--- src/rtl/clap_pkg.sv ---
// Shared encodings for the clap sequencer: clap-count output codes and FSM states.
package clap_pkg;

   typedef enum logic [1:0] {
      CLAP_ZERO = 2'b00,
      CLAP_ONE  = 2'b01,
      CLAP_TWO  = 2'b10
   } clap_cnt_e;

   typedef enum logic [2:0] {
      IDLE  = 3'd0,
      LOCK1 = 3'd1,
      WAIT2 = 3'd2,
      SET   = 3'd3,
      LOCK2 = 3'd4
   } seq_state_e;

   function automatic clap_cnt_e state_to_claps(input seq_state_e s);
      case (s)
         LOCK1, WAIT2: return CLAP_ONE;
         SET, LOCK2:   return CLAP_TWO;
         default:      return CLAP_ZERO;
      endcase
   endfunction

endpackage

--- src/rtl/clap_edge_sync.sv ---
// Two-flop synchroniser for the raw clap level followed by a registered rising-edge pulse.
module clap_edge_sync (
   input  logic clk_i,
   input  logic rst_i,
   input  logic async_i,
   output logic evt_o
);

   logic meta_q;
   logic sync_q;
   logic sync_d_q;

   always_ff @(posedge clk_i or posedge rst_i) begin
      if (rst_i) begin
         meta_q   <= 1'b0;
         sync_q   <= 1'b0;
         sync_d_q <= 1'b0;
         evt_o    <= 1'b0;
      end else begin
         meta_q   <= async_i;
         sync_q   <= meta_q;
         sync_d_q <= sync_q;
         evt_o    <= sync_q & ~sync_d_q;
      end
   end

endmodule

--- src/rtl/clap_sequencer.sv ---
// Double-clap sequencer: refractory lockout, timed second-clap window, lamp toggle.
// Optional double-clap counter on dbl_cnt_o is built when CLAP_SEQ_COUNT_EN is defined.
module clap_sequencer
   import clap_pkg::*;
#(
   parameter int REFRACT_CYC = 5_000_000,
   parameter int WINDOW_CYC  = 50_000_000,
   parameter int CNT_W       = 26
) (
   input  logic       clk_i,
   input  logic       rst_i,
   input  logic       en_i,
   input  logic       clap_i,
   output logic [1:0] clap_state_o,
   output logic       clap_set_o,
   output logic       timeout_o,
   output logic       lamp_o,
   output logic [7:0] dbl_cnt_o
);

   localparam logic [CNT_W-1:0] REFRACT_LAST = CNT_W'(REFRACT_CYC - 1);
   localparam logic [CNT_W-1:0] WINDOW_LAST  = CNT_W'(WINDOW_CYC - 1);

   seq_state_e       state_q, state_d;
   logic [CNT_W-1:0] timer_q, timer_d;
   logic             set_d;
   logic             timeout_d;
   logic             evt;

   clap_edge_sync u_edge_sync (
      .clk_i   (clk_i),
      .rst_i   (rst_i),
      .async_i (clap_i),
      .evt_o   (evt)
   );

   always_comb begin
      state_d   = state_q;
      timer_d   = timer_q;
      set_d     = 1'b0;
      timeout_d = 1'b0;
      if (!en_i) begin
         state_d = IDLE;
         timer_d = '0;
      end else begin
         case (state_q)
            IDLE: begin
               if (evt) begin
                  state_d = LOCK1;
                  timer_d = '0;
               end
            end
            LOCK1: begin
               if (timer_q == REFRACT_LAST) begin
                  state_d = WAIT2;
                  timer_d = '0;
               end else begin
                  timer_d = timer_q + CNT_W'(1);
               end
            end
            WAIT2: begin
               // A clap on the last window cycle still counts as the second clap.
               if (evt) begin
                  state_d = SET;
                  set_d   = 1'b1;
               end else if (timer_q == WINDOW_LAST) begin
                  state_d   = IDLE;
                  timer_d   = '0;
                  timeout_d = 1'b1;
               end else begin
                  timer_d = timer_q + CNT_W'(1);
               end
            end
            SET: begin
               state_d = LOCK2;
               timer_d = '0;
            end
            LOCK2: begin
               if (timer_q == REFRACT_LAST) begin
                  state_d = IDLE;
                  timer_d = '0;
               end else begin
                  timer_d = timer_q + CNT_W'(1);
               end
            end
            default: begin
               state_d = IDLE;
               timer_d = '0;
            end
         endcase
      end
   end

   always_ff @(posedge clk_i or posedge rst_i) begin
      if (rst_i) begin
         state_q      <= IDLE;
         timer_q      <= '0;
         clap_state_o <= CLAP_ZERO;
         clap_set_o   <= 1'b0;
         timeout_o    <= 1'b0;
         lamp_o       <= 1'b0;
      end else begin
         state_q      <= state_d;
         timer_q      <= timer_d;
         clap_state_o <= state_to_claps(state_d);
         clap_set_o   <= set_d;
         timeout_o    <= timeout_d;
         lamp_o       <= lamp_o ^ set_d;
      end
   end

`ifdef CLAP_SEQ_COUNT_EN
   logic [7:0] dbl_cnt_q;

   always_ff @(posedge clk_i or posedge rst_i) begin
      if (rst_i) begin
         dbl_cnt_q <= 8'h00;
      end else if (set_d) begin
         dbl_cnt_q <= dbl_cnt_q + 8'd1;
      end
   end

   assign dbl_cnt_o = dbl_cnt_q;
`else
   assign dbl_cnt_o = 8'h00;
`endif

endmodule

--- config.mk ---
export PLATFORM = sky130hd
export DESIGN_NAME = clap_sequencer
export DESIGN_NICKNAME = d
export VERILOG_FILES = /design/src/rtl/clap_pkg.sv /design/src/rtl/clap_edge_sync.sv /design/src/rtl/clap_sequencer.sv
export SDC_FILE = /design/constraint.sdc
export NUM_CORES = 1
export LEC_CHECK = 0
export CORE_MARGIN = 5
export CORE_UTILIZATION = 60
export DETAILED_ROUTE_END_ITERATION = 12
export PLACE_DENSITY = 0.93
export SLEW_MARGIN = 20
export SYNTH_ARGS = -nofsm -noshare
export SYNTH_HDL_FRONTEND = slang
export SYNTH_SLANG_ARGS = --single-unit
--- constraint.sdc ---
create_clock -name clk_i -period 5.7 [get_ports clk_i]
set_clock_uncertainty 0.15 [all_clocks]
set_input_delay 0.57 -clock clk_i [delete_from_list [all_inputs] [get_ports clk_i]]
set_output_delay 0.57 -clock clk_i [all_outputs]
set_load 0.01 [all_outputs]
======== After elaboration in Yosys (flattened, before gate mapping) ========
Cells that the tools add are included.
storage, ports and cells
  register bits ........................... 38
  input port bits ......................... 4
  output and inout bits ................... 13
  logic and storage cells ................. 52
operators by class
  add/subtract/negate cells ............... 1
  eq/ne operators ......................... 12
  mux-type cells .......................... 21
  bitwise operators ....................... 3
  reduce and logical (&&, ||, !) cells .... 5
operator list
  operator                                         count
  two-way mux 26 bit                               5
  one-hot mux 26 bit (3 select lines)              1
  adder 26 x 1 -> 26 bit, second input constant    1
  == test 26 x 23 -> 1 bit, second input constant  1
  == test 26 bit, second input constant            1
  two-way mux 3 bit                                6
  one-hot mux 3 bit (5 select lines)               1
  == test 3 x 2 -> 1 bit, second input constant    4
  two-way mux 1 bit                                7
  == test 3 x 1 -> 1 bit, second input constant    2
  == test 3 bit, second input constant             2
  OR reduction 2 bit                               3
  one-hot mux 2 bit (2 select lines)               1
  logical NOT 3 bit                                1
  != test 3 x 2 -> 1 bit, second input constant    1
  != test 3 bit, second input constant             1
  AND reduction 2 bit                              1
  bitwise AND 1 bit                                1
  NOT 1 bit                                        1
  bitwise XOR 1 bit                                1

======== Logic depth before layout (Yosys ltp) ========
Gate-level depths: netlist of run 1.
  word-level depth ........................ 8
  depth in mapped cells ................... 9
  mapped depth without buffers ............ 7

======== Hierarchy ========
Synthesis of run 1 repeated with hierarchy kept, for this count alone.
unflattened totals
  cell total of the unflattened synthesis .. 212
  area total of the unflattened synthesis .. 1995.7 µm²
modules (own cells, without submodules)
  module          instances  cells an instance  area an instance (µm²)  sequential area each (µm²)
  clap_sequencer  1          206                1878.1                  850.8
  clap_edge_sync  1          6                  117.6                   100.1

======== Worst setup path after synthesis of run 1 ========
No wires, ideal clock.
  path kind ............................... register to register
  start point ............................. register timer_q[8]
  end point ............................... register timer_q[10]
  library setup time ...................... 121 ps
  arrival ................................. 1985 ps
  required time ........................... 5429 ps
  slack ................................... 3445 ps
  cell stages (with the launch flop) ...... 9
  buffers on the path ..................... 2
  clock period less this slack ............ 2255 ps
  cells stage by stage .................... dfrtp_1 > or4_1 > nor4_2 > nand2_1 > a2bb2oi_2 > buf_6 > nor2_4 > buf_8 > a22o_1
between the ends
  longest elaborated chain between the ends .. 5
  elaborated cells on any way between the ends .. 8
  those cells by class .................... add/sub (1); eq/ne (2); mux (5)
RTL lines
  element                                                          line                   source
  from (decl)                                                      clap_sequencer.sv:25   logic [CNT_W-1:0] timer_q, timer_d;
  from (signal assigned)                                           clap_sequencer.sv:104  timer_q <= timer_d;
  adder 26 x 1 -> 26 bit / == test 26 bit (equally long branches)  --
  two-way mux 26 bit                                               clap_sequencer.sv:66   end else if (timer_q == WINDOW_LAST) begin
  two-way mux 26 bit                                               clap_sequencer.sv:63   if (evt) begin
  one-hot mux 26 bit (3 select lines) (*)                          clap_sequencer.sv:46   case (state_q)
  two-way mux 26 bit (*)                                           clap_sequencer.sv:42   if (!en_i) begin
Every way passes the cells marked *; elsewhere a longest branch is shown, timed or not. The select of a mux whose other input is x is not followed.
A chain may end at the register's enable or synchronous reset.

======== Worst setup path in the final report of run 1 ========
  start point ............................. register timer_q[8]
  end point ............................... register timer_q[0]
between the ends
  longest elaborated chain between the ends .. 5
  elaborated cells on any way between the ends .. 7
  those cells by class .................... eq/ne (2); mux (5)
RTL lines
  element                                  line
  == test 26 bit                           clap_sequencer.sv:66
  two-way mux 26 bit                       clap_sequencer.sv:66
  two-way mux 26 bit                       clap_sequencer.sv:63
  one-hot mux 26 bit (3 select lines) (*)  clap_sequencer.sv:46
  two-way mux 26 bit (*)                   clap_sequencer.sv:42
Marks and branches as above.

==> results by group, run 1 <==
Route
  – Via density: a little over 6
  – Detailed Route Iter0 Violations: 166
  – WL final: about 4.3 mm
  – Remaining antenna violation count after routing: 0
  – Residual DRC count: 0
  – DR WL/cell: around 15 um
  – Via count: 1750
  – Detailed-routing iteration count for the pre-antenna-repair pass: 4

Global route
  – Antenna violations before repair: 0
  – Global-route wire length before repair: between 7 and 8 mm
  – Maximum number of pins on one net before global-route repair: 39
  – Number of global-route vias before repair: about 1600
  – All-Layer GR Usage: 18.8%
  – Grt ovf: 0

Yosys
  – Number of enable flip-flop cells after synthesis: 0
  – Synth unique cells: between 40 and 50
  – Top FF cell, synth: sky130_fd_sc_hd__dfrtp_1
  – Number of instances in the synthesized netlist: 230
  – Synth Cell Area: 0.00217 sq mm
  – Yosys Warn Count: 0
  – Sequential cell area fraction in the yosys report: 43.9%
  – Flip-flop and latch count after synthesis: 38
  – Mean Syn Cell Area: about 9.4 sq um
  – Proportion of register bits with asynchronous set or reset after synthesis: between 90% and 100%

Setup path
  – Worst reg-to-reg path cell count: 6
  – Setup crit start kind: flip-flop
  – Data required time at the worst endpoint: ~5800 ps
  – Crit Path Max Fanout: 20
  – Critical path start-end classification: flip-flop to flip-flop
  – Endpoint class of the critical path: flip-flop
  – CP arrival: around 3100 ps

Job
  – Maximum capacitance violations: 0

CTS
  – Cts-stage hold buffer count: 0
  – Sinks on the clock net: 38
  – Number of H-tree branching levels: 2
  – CTS tree: yes
  – Clock transition at the registers of the reported paths: 120 ps
  – Clock latency on the worst-skew pair: between 300 and 400 ps
  – Maximum clock insertion buffer count: 2
  – Buffers inserted by post-CTS timing repair: 0
  – Clock root buffer master: sky130_fd_sc_hd__clkbuf_4
  – Number of buffers added by the clock tree synthesis step: 5
  – CTS resizes: 0

Run status
  – Run status: finished, final reports clean

Timing
  – Final max-slew violation count: 0
  – Post-Route Setup TNS: 0 ps
  – Setup repair after global routing missed its margin: false
  – Final Setup Violations: 0
  – Fmax: 0.333 GHz
  – Clock period minus final worst setup slack: 3000 ps
  – Hold Vio Cnt, Final: 0
  – Tightest Pin Transition: roughly 930 ps
  – Tightest slew margin relative to the limit: between 30% and 40%
  – Final period utilization: 52.7%

Die
  – Initial Util: 63.4%
  – Height of the chip: about 70 um
  – Horizontal extent of the die: 70.1 um
  – Die outline area: slightly below 0.005 sq mm
  – Total number of placement rows: 21
  – Number of top-level design ports: 17
  – Placeable Area: 0.00342 sq mm

Pwr
  – Leakage power summed over all cells: approximately 1.0 nW
  – Post-route total power: ~0.00055 W
  – Maximum VDD drop: 0.157 mV
  – Pwr Density: 240 mW/mm^2

Cells and area
  – Fin nets: between 200 and 250
  – Post-synthesis to final-layout area growth: 6.76%
  – Ratio of cells with drive above 1 in the final layout: ~8%
  – Antenna Diode Count: 0

Place
  – GP Congestion: 0.873
  – Total half-perimeter wirelength after legalization and detailed placement: about 3.0 mm
  – Count of input and output buffers: 8

Min path
  – Hold path cells: 0
  – Worst min-delay path category: flip-flop to flip-flop
## flip-flops by register name, indices dropped and copies added, names as in the netlist
| register | cells |
|---|---|
| timeout_o | 1 |
| u_edge_sync.sync_q | 1 |
| clap_set_o | 1 |
| u_edge_sync.evt_o | 1 |
| u_edge_sync.meta_q | 1 |
| lamp_o | 1 |
| clap_state_o | 2 |
| u_edge_sync.sync_d_q | 1 |
| timer_q | 26 |
| state_q | 3 |
## report_power, final
group	leakage, nW	switching [W]	internal, W
logic	0.440	0.0000253	0.0000129
clock network	0.0585	0.0000921	0.000149
registers	0.521	0.00000358	0.000272
total	1.02	0.000121	0.000434
## per-layer routing
metal | wire length [um] | vias up | track usage [%]
met5 | 0 | - | 0
met2 | 2050 | 78 | 29.8
met1 | 1860 | 830 | 24.4
met3 | 355 | 9 | 4.59
met4 | 66 | 0 | 8.09
li1 | - | 833 | -
## synth_stat cells, drive strengths merged, types with 3 or more instances
cell | count | area share, %
nor2b | 3 | 0.87
inv | 7 | 1.2
or4 | 7 | 2.4
a21o | 9 | 3.1
and2b | 4 | 1.4
mux2i | 4 | 1.8
nor4 | 6 | 2.3
nand4 | 8 | 2.3
nand3 | 8 | 2.1
o21ai | 18 | 4.2
nor2 | 20 | 3.8
dfrtp | 38 | 44
a22o | 12 | 4.8
buf | 15 | 6.3
or3 | 4 | 1.2
nand2 | 23 | 4.0
nor3 | 8 | 2.6
a21oi | 11 | 2.5
## worst max-delay path, cell delays in order (launching register included)
cell	delay (ps)
sky130_fd_sc_hd__dfrtp_1	470
sky130_fd_sc_hd__or4_1	560
sky130_fd_sc_hd__nor4_2	280
sky130_fd_sc_hd__nand2_1	180
sky130_fd_sc_hd__a2bb2oi_2	780
sky130_fd_sc_hd__nor2_4	170
sky130_fd_sc_hd__mux2_2	310
## metrics by stage
step                hold WS [ps]  util, %  instances  instance area [sq um]  setup WS, ps
floorplan                    181        -        237                   2190          3440
global placement             181     64.5        276                   2200          2860
detailed placement           195     64.5        276                   2200          2760
CTS                          223     67.7        284                   2310          2740
global route                 237     67.7        284                   2310          2550
finish                       219     67.7        284                   2310          2700
## final timing paths
| check | slack, ps | start | endpoint |
|---|---|---|---|
| worst max register to register | 2700 | timer_q[8] | timer_q[0] |
| min in group asynchronous | 470 | rst_i | timer_q[24] |
| worst min register to register | 220 | u_edge_sync.meta_q | u_edge_sync.sync_q |
| worst min-delay path | 220 | u_edge_sync.meta_q | u_edge_sync.sync_q |
| worst max-delay path | 2700 | timer_q[8] | timer_q[0] |
| max in group asynchronous | 4600 | rst_i | timer_q[18] |
## area by class of cell
cell class                      instances  area, sq um
Sequential cell                        38          951
Clock buffer                            6         51.3
Inverter                                7         26.3
Fill cell                             267         1100
Clock inverter                          2         60.1
Tap cell                               46         57.6
Multi-Input combinational cell        175         1070
Timing Repair Buffer                   10         95.1
## cell usage in the layout, fill, tap and decap left out, drive strengths merged, types with 2 or more instances in the layout
| cell type | count |
|---|---|
| dfrtp | 38 |
| nand2 | 23 |
| nor2 | 20 |
| o21ai | 18 |
| a22o | 12 |
| a21oi | 11 |
| a21o | 9 |
| nand4 | 8 |
| conb | 8 |
| clkdlybuf4s50 | 8 |
| nand3 | 8 |
| nor3 | 8 |
| or4 | 7 |
| inv | 7 |
| clkbuf | 6 |
| nor4 | 6 |
| or3 | 4 |
| and2b | 4 |
| mux2i | 4 |
| nor2b | 3 |
| xor2 | 2 |
| nor4b | 2 |
| nor3b | 2 |
| and3 | 2 |
| bufinv | 2 |
| buf | 2 |
## kinds of logic (layout without fill, tap and decap cells)
group                    after synthesis  after routing  synth area share, %
AND/OR/NAND/NOR                      104            104                 27.5
AO/OA/AOI/OAI                         54             54                 16.5
flip-flops                            38             38                 43.9
buffers and inverters                 24             25                 7.85
multiplexers                           5              5                 2.37
XOR/XNOR                               3              3                 1.21
adder cells (fa/ha/maj)                1              1                0.577
other                                  1              8                0.173
(Power assumes the default switching activity.)
==> run 2, diff against run 1 <==
--- a/config.mk
+++ b/config.mk
@@ -6,9 +6,9 @@
 export NUM_CORES = 1
 export LEC_CHECK = 0
 export CORE_MARGIN = 5
-export CORE_UTILIZATION = 60
+export CORE_UTILIZATION = 58
 export DETAILED_ROUTE_END_ITERATION = 12
-export PLACE_DENSITY = 0.93
+export PLACE_DENSITY = 0.9
 export SLEW_MARGIN = 20
 export SYNTH_ARGS = -nofsm -noshare
 export SYNTH_HDL_FRONTEND = slang
==> constraint.sdc (replaced) <==
create_clock -name clk_i -period 3.13 [get_ports clk_i]
set_clock_uncertainty 0.15 [all_clocks]
set_input_delay 0.313 -clock clk_i [delete_from_list [all_inputs] [get_ports clk_i]]
set_output_delay 0.313 -clock clk_i [all_outputs]
set_load 0.01 [all_outputs]
==> run 2 against run 1 <==
Die area is 2.9% higher. Core utilization is 3.6 points lower. Worst hold slack worse by 59 ps. Cell count is 2.1% higher. Total power is 67% higher. Global-route usage is 0.24 points lower. Largest cell class unchanged. Critical path depth is 1 higher. Clock power is 45% higher. Critical path type unchanged. Via count is 1.4% higher. Fmax is 16% higher. Register-to-register slack worse by 2100 ps. Non-clock buffer count is 4 higher.
==> results by group, run 2 (synthesis gave the netlist of run 1 again) <==
Timing
  – Setup WS post-layout: between 500 and 600 ps
  – Tightest slew margin relative to the limit: a little over three fifths
  – Hold Vio Cnt, Final: 0
  – Post-route worst hold slack: approximately 160 ps
  – Setup repair after global routing missed its margin: false
  – Final max-slew violation count: 0
  – Fmax: a little under 0.4 GHz
  – Clock period minus final worst setup slack: roughly 2600 ps
  – Tightest Pin Transition: 557 ps
  – Post-Route Setup TNS: 0 ps
  – Final period utilization: 82.4%
  – Final Setup Violations: 0

CTS
  – Clock root buffer master: sky130_fd_sc_hd__clkbuf_8
  – Number of H-tree branching levels: 2
  – CTS tree: yes
  – Number of buffers added by the clock tree synthesis step: 5
  – CTS resizes: 0
  – Sinks on the clock net: 38
  – Maximum clock insertion buffer count: 2
  – Clock latency on the worst-skew pair: approximately 290 ps
  – Cts-stage hold buffer count: 0
  – Clock transition at the registers of the reported paths: 80 ps
  – Buffers inserted by post-CTS timing repair: 0

Run status
  – Run status: finished, final reports clean

Setup path
  – Setup crit start kind: flip-flop
  – RR Startpoint: timer_q[1]
  – Worst r2r dst: timer_q[22]
  – CP arrival: approximately 2700 ps
  – Worst reg-to-reg path cell count: 7
  – Endpoint class of the critical path: flip-flop
  – Crit Path Max Fanout: 8
  – Critical path start-end classification: flip-flop to flip-flop
  – Data required time at the worst endpoint: roughly 3200 ps
  – Register-to-Register Setup Slack: about 550 ps

Cells and area
  – Registers with the highest flip-flop counts: timer_q x26, state_q x3, clap_state_o x2
  – Top library cells by usage in the layout, fill and taps aside: 38 x sky130_fd_sc_hd__dfrtp_1, 23 x sky130_fd_sc_hd__nand2_1, 19 x sky130_fd_sc_hd__nor2_1, 12 x sky130_fd_sc_hd__o21ai_1, 12 x sky130_fd_sc_hd__a22o_1
  – Post-synthesis to final-layout area growth: 7.51%
  – Ratio of cells with drive above 1 in the final layout: roughly a tenth
  – Antenna Diode Count: 0
  – Most frequent standard cell in the layout excluding fill and tap cells: sky130_fd_sc_hd__dfrtp_1
  – Fin nets: between 200 and 250
  – Non-filler cells, final: just under 300
  – Max FFs per register: 26
  – Top reg by flops: timer_q

Die
  – Die outline area: between 0.005 and 0.006 sq mm
  – Height of the chip: about 71 um
  – Placeable Area: 0.00363 sq mm
  – Number of top-level design ports: 17
  – Initial Util: roughly three fifths
  – Total number of placement rows: 22
  – Horizontal extent of the die: 71.1 um

Pwr
  – Share of total power in combinational logic: 8.0%
  – Maximum VDD drop: between 0.2 and 0.3 mV
  – Sw frac: roughly a quarter
  – Internal power: 0.000700 W
  – Post-route total power: 0.000927 W
  – Switch Pwr: roughly 0.00023 W
  – Pwr Density: 398 mW/mm^2
  – Leakage power summed over all cells: between 1 and 1.5 nW
  – Power share of the sequential group: between 50% and 60%
  – Portion of total power attributed to the clock network: roughly 38%

Route
  – Detailed-routing iteration count for the pre-antenna-repair pass: 4
  – Residual DRC count: 0
  – WL final: approximately 4.4 mm
  – Detailed Route Iter0 Violations: 180
  – Remaining antenna violation count after routing: 0
  – DR WL/cell: about 15 um
  – Via count: between 1500 and 2000
  – Via density: about 6

Global route
  – Maximum number of pins on one net before global-route repair: 21
  – Number of global-route vias before repair: between 1500 and 2000
  – Global-route wire length before repair: between 7 and 8 mm
  – All-Layer GR Usage: approximately 19%
  – Antenna violations before repair: 0
  – Grt ovf: 0

Place
  – Count of input and output buffers: 8
  – GP Congestion: between 0.8 and 0.9
  – Minimum setup slack after placement: 646 ps
  – Placed Instances: 282
  – Total half-perimeter wirelength after legalization and detailed placement: approximately 3.1 mm

Min path
  – Worst min-delay path category: input port to async pin

Job
  – Maximum capacitance violations: 0
==> run 2: worst max path at each step <==
| stage | startpoint | slack [ps] | end |
|---|---|---|---|
| 4_1_cts | timer_q[1] | 590 | timer_q[22] |
| 6_report | timer_q[1] | 550 | timer_q[22] |
| 5_1_grt | timer_q[0] | 400 | timer_q[22] |
| 3_3_place_gp | en_i | 700 | timer_q[23] |
| 3_5_place_dp | timer_q[1] | 650 | timer_q[22] |
| 2_1_floorplan | timer_q[8] | 870 | timer_q[11] |
==> run 2: metrics by stage <==
step                util, %  cell area (sq um)
floorplan                 -               2190
global placement       61.5               2230
detailed placement     61.5               2230
CTS                    64.1               2330
global route           64.1               2330
finish                 64.1               2330
==> run 2: final cells by class <==
class                   instances  area (sq um)
multi-input cells             175          1070
clock buffers                   6          82.6
well taps                      48          60.1
repair buffers                 14           125
inverters                       7          26.3
flip-flops and latches         38           951
fillers                       313          1300
clock inverters                 2          12.5
==> run 2: metal layers <==
| layer | GRT usage (%) | wire length [um] | vias up |
|---|---|---|---|
| met1 | 25.4 | 1980 | 864 |
| met2 | 28.5 | 2070 | 62 |
| li1 | - | - | 840 |
| met5 | 0 | 0 | - |
| met3 | 3.69 | 243 | 9 |
| met4 | 8.14 | 93 | 0 |
==> run 2: power by group through the flow <==
stage | clock network (W) | logic [W] | registers (W)
global placement | 0 | 0.0000725 | 0.000512
finish | 0.000350 | 0.0000743 | 0.000503
detailed placement | 0 | 0.0000741 | 0.000512
floorplan | 0 | 0.0000696 | 0.000509
global route | 0.000381 | 0.0000837 | 0.000503
CTS | 0.000359 | 0.0000743 | 0.000502
==> run 2: critical path: stages (launching register included) <==
cell	delay, ps
sky130_fd_sc_hd__dfrtp_1	400
sky130_fd_sc_hd__ha_1	220
sky130_fd_sc_hd__nand3_2	180
sky130_fd_sc_hd__nor4_2	540
sky130_fd_sc_hd__nand4_1	280
sky130_fd_sc_hd__or4_1	450
sky130_fd_sc_hd__a21oi_1	180
sky130_fd_sc_hd__a21o_1	110
==> run 3, diff against run 2 <==
==> constraint.sdc (replaced) <==
create_clock -name clk_i -period 2.4 [get_ports clk_i]
set_clock_uncertainty 0.15 [all_clocks]
set_input_delay 0.24 -clock clk_i [delete_from_list [all_inputs] [get_ports clk_i]]
set_output_delay 0.24 -clock clk_i [all_outputs]
set_load 0.01 [all_outputs]
==> run 3 against run 2 <==
Global-route usage rose by 1.5 points. Combinational power rose by 56%. Critical path depth did not move. Count of clock-buffer cells in the layout did not move. Core utilization rose by 5.9 points. First-iteration DRC count fell by 26%. Total power rose by 43%. Non-clock buffer count rose by 23. Register-to-register slack got worse by 500 ps. Clock power rose by 59%. Critical path type unchanged. Critical endpoint is now timer_q[0].
==> results by group, run 3 (synthesis gave the netlist of run 1 again) <==
Cells and area
  – Final std cell area, no fill: around 0.0025 sq mm
  – Top library cells by usage in the layout, fill and taps aside: 38 x sky130_fd_sc_hd__dfrtp_1, 28 x sky130_fd_sc_hd__buf_4, 23 x sky130_fd_sc_hd__nand2_1, 19 x sky130_fd_sc_hd__nor2_1
  – Area occupied by registers: about 950 sq um
  – Fin nets: 269
  – Max FFs per register: 26
  – Top reg by flops: timer_q
  – Antenna Diode Count: 0
  – Most frequent standard cell in the layout excluding fill and tap cells: sky130_fd_sc_hd__dfrtp_1
  – Post-synthesis to final-layout area growth: 17.3%
  – Non-filler cells, final: 312
  – Multi-input gate area in the final layout: approximately 0.0011 sq mm
  – Number of filler cells placed in the layout: between 200 and 300
  – Registers with the highest flip-flop counts: timer_q x26, state_q x3, clap_state_o x2
  – Ratio of cells with drive above 1 in the final layout: between 15 and 20%

Setup path
  – Critical path cell sequence: or4_1 > nor3_2 > and4_4 > a2bb2oi_2 > buf_4 > nor2_4 > mux2_2
  – Number of buffers and inverters on the critical path: 1
  – Setup crit start kind: flip-flop
  – Critical path start-end classification: flip-flop to flip-flop
  – Data required time at the worst endpoint: roughly 2400 ps
  – Crit path largest cell delay: 560 ps
  – Endpoint class of the critical path: flip-flop
  – Cell family contributing the most delay on the critical path: simple AND/OR/NAND/NOR gates
  – Master of the slowest instance on the critical path: sky130_fd_sc_hd__or4_1
  – Crit Path Max Fanout: 13
  – CP arrival: 2380 ps

Global route
  – Grt ovf: 0
  – Maximum number of pins on one net before global-route repair: 39
  – All-Layer GR Usage: 20.0%
  – Global-route wire length before repair: about 8 mm
  – Antenna violations before repair: 0
  – Number of global-route vias before repair: approximately 1800

Route
  – DR WL/cell: 15.4 um
  – Remaining antenna violation count after routing: 0
  – Detailed Route Iter0 Violations: roughly 130
  – Via density: 5.98
  – WL final: approximately 4.8 mm
  – Residual DRC count: 0
  – Via count: 1867
  – Detailed-routing iteration count for the pre-antenna-repair pass: 4

Timing
  – Final period utilization: just under 100%
  – Hold Vio Cnt, Final: 0
  – Fmax: around 0.43 GHz
  – Post-route worst hold slack: 203 ps
  – Final Setup Violations: 0
  – Post-Route Setup TNS: 0 ps
  – Setup repair after global routing missed its margin: true
  – Final max-slew violation count: 0
  – Clock period minus final worst setup slack: 2350 ps

Place
  – Count of input and output buffers: 8
  – Placed Instances: 299
  – DP Area: roughly 0.0024 sq mm
  – GP Congestion: between 0.8 and 0.9
  – Total half-perimeter wirelength after legalization and detailed placement: 3.35 mm

Die
  – Placeable Area: 0.00363 sq mm
  – Number of top-level design ports: 17
  – Die outline area: ~0.0051 sq mm
  – Initial Util: 59.6%
  – Horizontal extent of the die: between 70 and 80 um
  – Total number of placement rows: 22
  – Height of the chip: 71.1 um

Run status
  – Run status: finished, final reports clean

Pwr
  – Post-route total power: 0.00132 W
  – Pwr Density: around 520 mW/mm^2
  – Maximum VDD drop: slightly above 0.6 mV
  – Leakage power summed over all cells: between 1 and 1.5 nW

CTS
  – CTS tree: yes
  – Clock transition at the registers of the reported paths: 80 ps
  – Sinks on the clock net: 38
  – Clock latency on the worst-skew pair: around 300 ps
  – Clock root buffer master: sky130_fd_sc_hd__clkbuf_8
  – Maximum clock insertion buffer count: 2
  – Number of buffers added by the clock tree synthesis step: 5
  – Number of H-tree branching levels: 2

Job
  – Maximum capacitance violations: 0

Min path
  – Worst min-delay path category: flip-flop to flip-flop
run 3: worst reg2reg max path: cells and delay by family, from the launching register on:
family | cells | cell delay, ps
AO/OA/AOI/OAI | 1 | 180
buffers and inverters | 1 | 170
flip-flops | 1 | 380
multiplexers | 1 | 280
AND/OR/NAND/NOR | 4 | 1080
run 3: what timing repair did:
item | 4_1_cts | 5_1_grt
setup endpoints to repair | 0 | 10
gates resized for setup | 0 | 5
setup buffers | 0 | 6
hold buffers | 0 | 0
run 3: final cells by class:
class | count | share of cell area (%)
multi-input cells | 175 | 42.9
inverters | 7 | 1.03
clock inverters | 1 | 1.18
clock buffers | 6 | 3.25
repair buffers | 37 | 11.9
flip-flops and latches | 38 | 37.4
well taps | 48 | 2.36
run 3: final timing paths:
path / start / to / slack, ps / depth (start not counted)
worst min-delay path: u_edge_sync.meta_q / u_edge_sync.sync_q / 200 / 0
worst max register to register: timer_q[7] / timer_q[0] / 50 / 7
worst max-delay path: timer_q[7] / timer_q[0] / 50 / 7
max in group asynchronous: rst_i / timer_q[14] / 1510 / 3
min in group asynchronous: rst_i / timer_q[17] / 250 / 3
worst min register to register: u_edge_sync.meta_q / u_edge_sync.sync_q / 200 / 0
run 3: stage by stage:
stage                     setup WS (ps)  util (%)
after floorplan                     145         -
after global placement             94.5      65.0
after detailed placement           51.7      65.0
after CTS                          26.1      68.1
after global routing              -25.7      70.0
final                              51.9      70.0
run 3: metal layers:
layer	routed length [um]	share of wire, %	global-route usage (%)
met1	2040	43	24.5
met2	2430	51	33.8
met3	234	4.9	4.83
met4	88	1.8	8.35
met5	0	0	0
run 3: report_power, final:
| group | switching, W | internal, W | total [W] |
|---|---|---|---|
| combinational | 0.0000695 | 0.0000464 | 0.000116 |
| clock | 0.000223 | 0.000332 | 0.000555 |
| sequential | 0.00000508 | 0.000647 | 0.000652 |
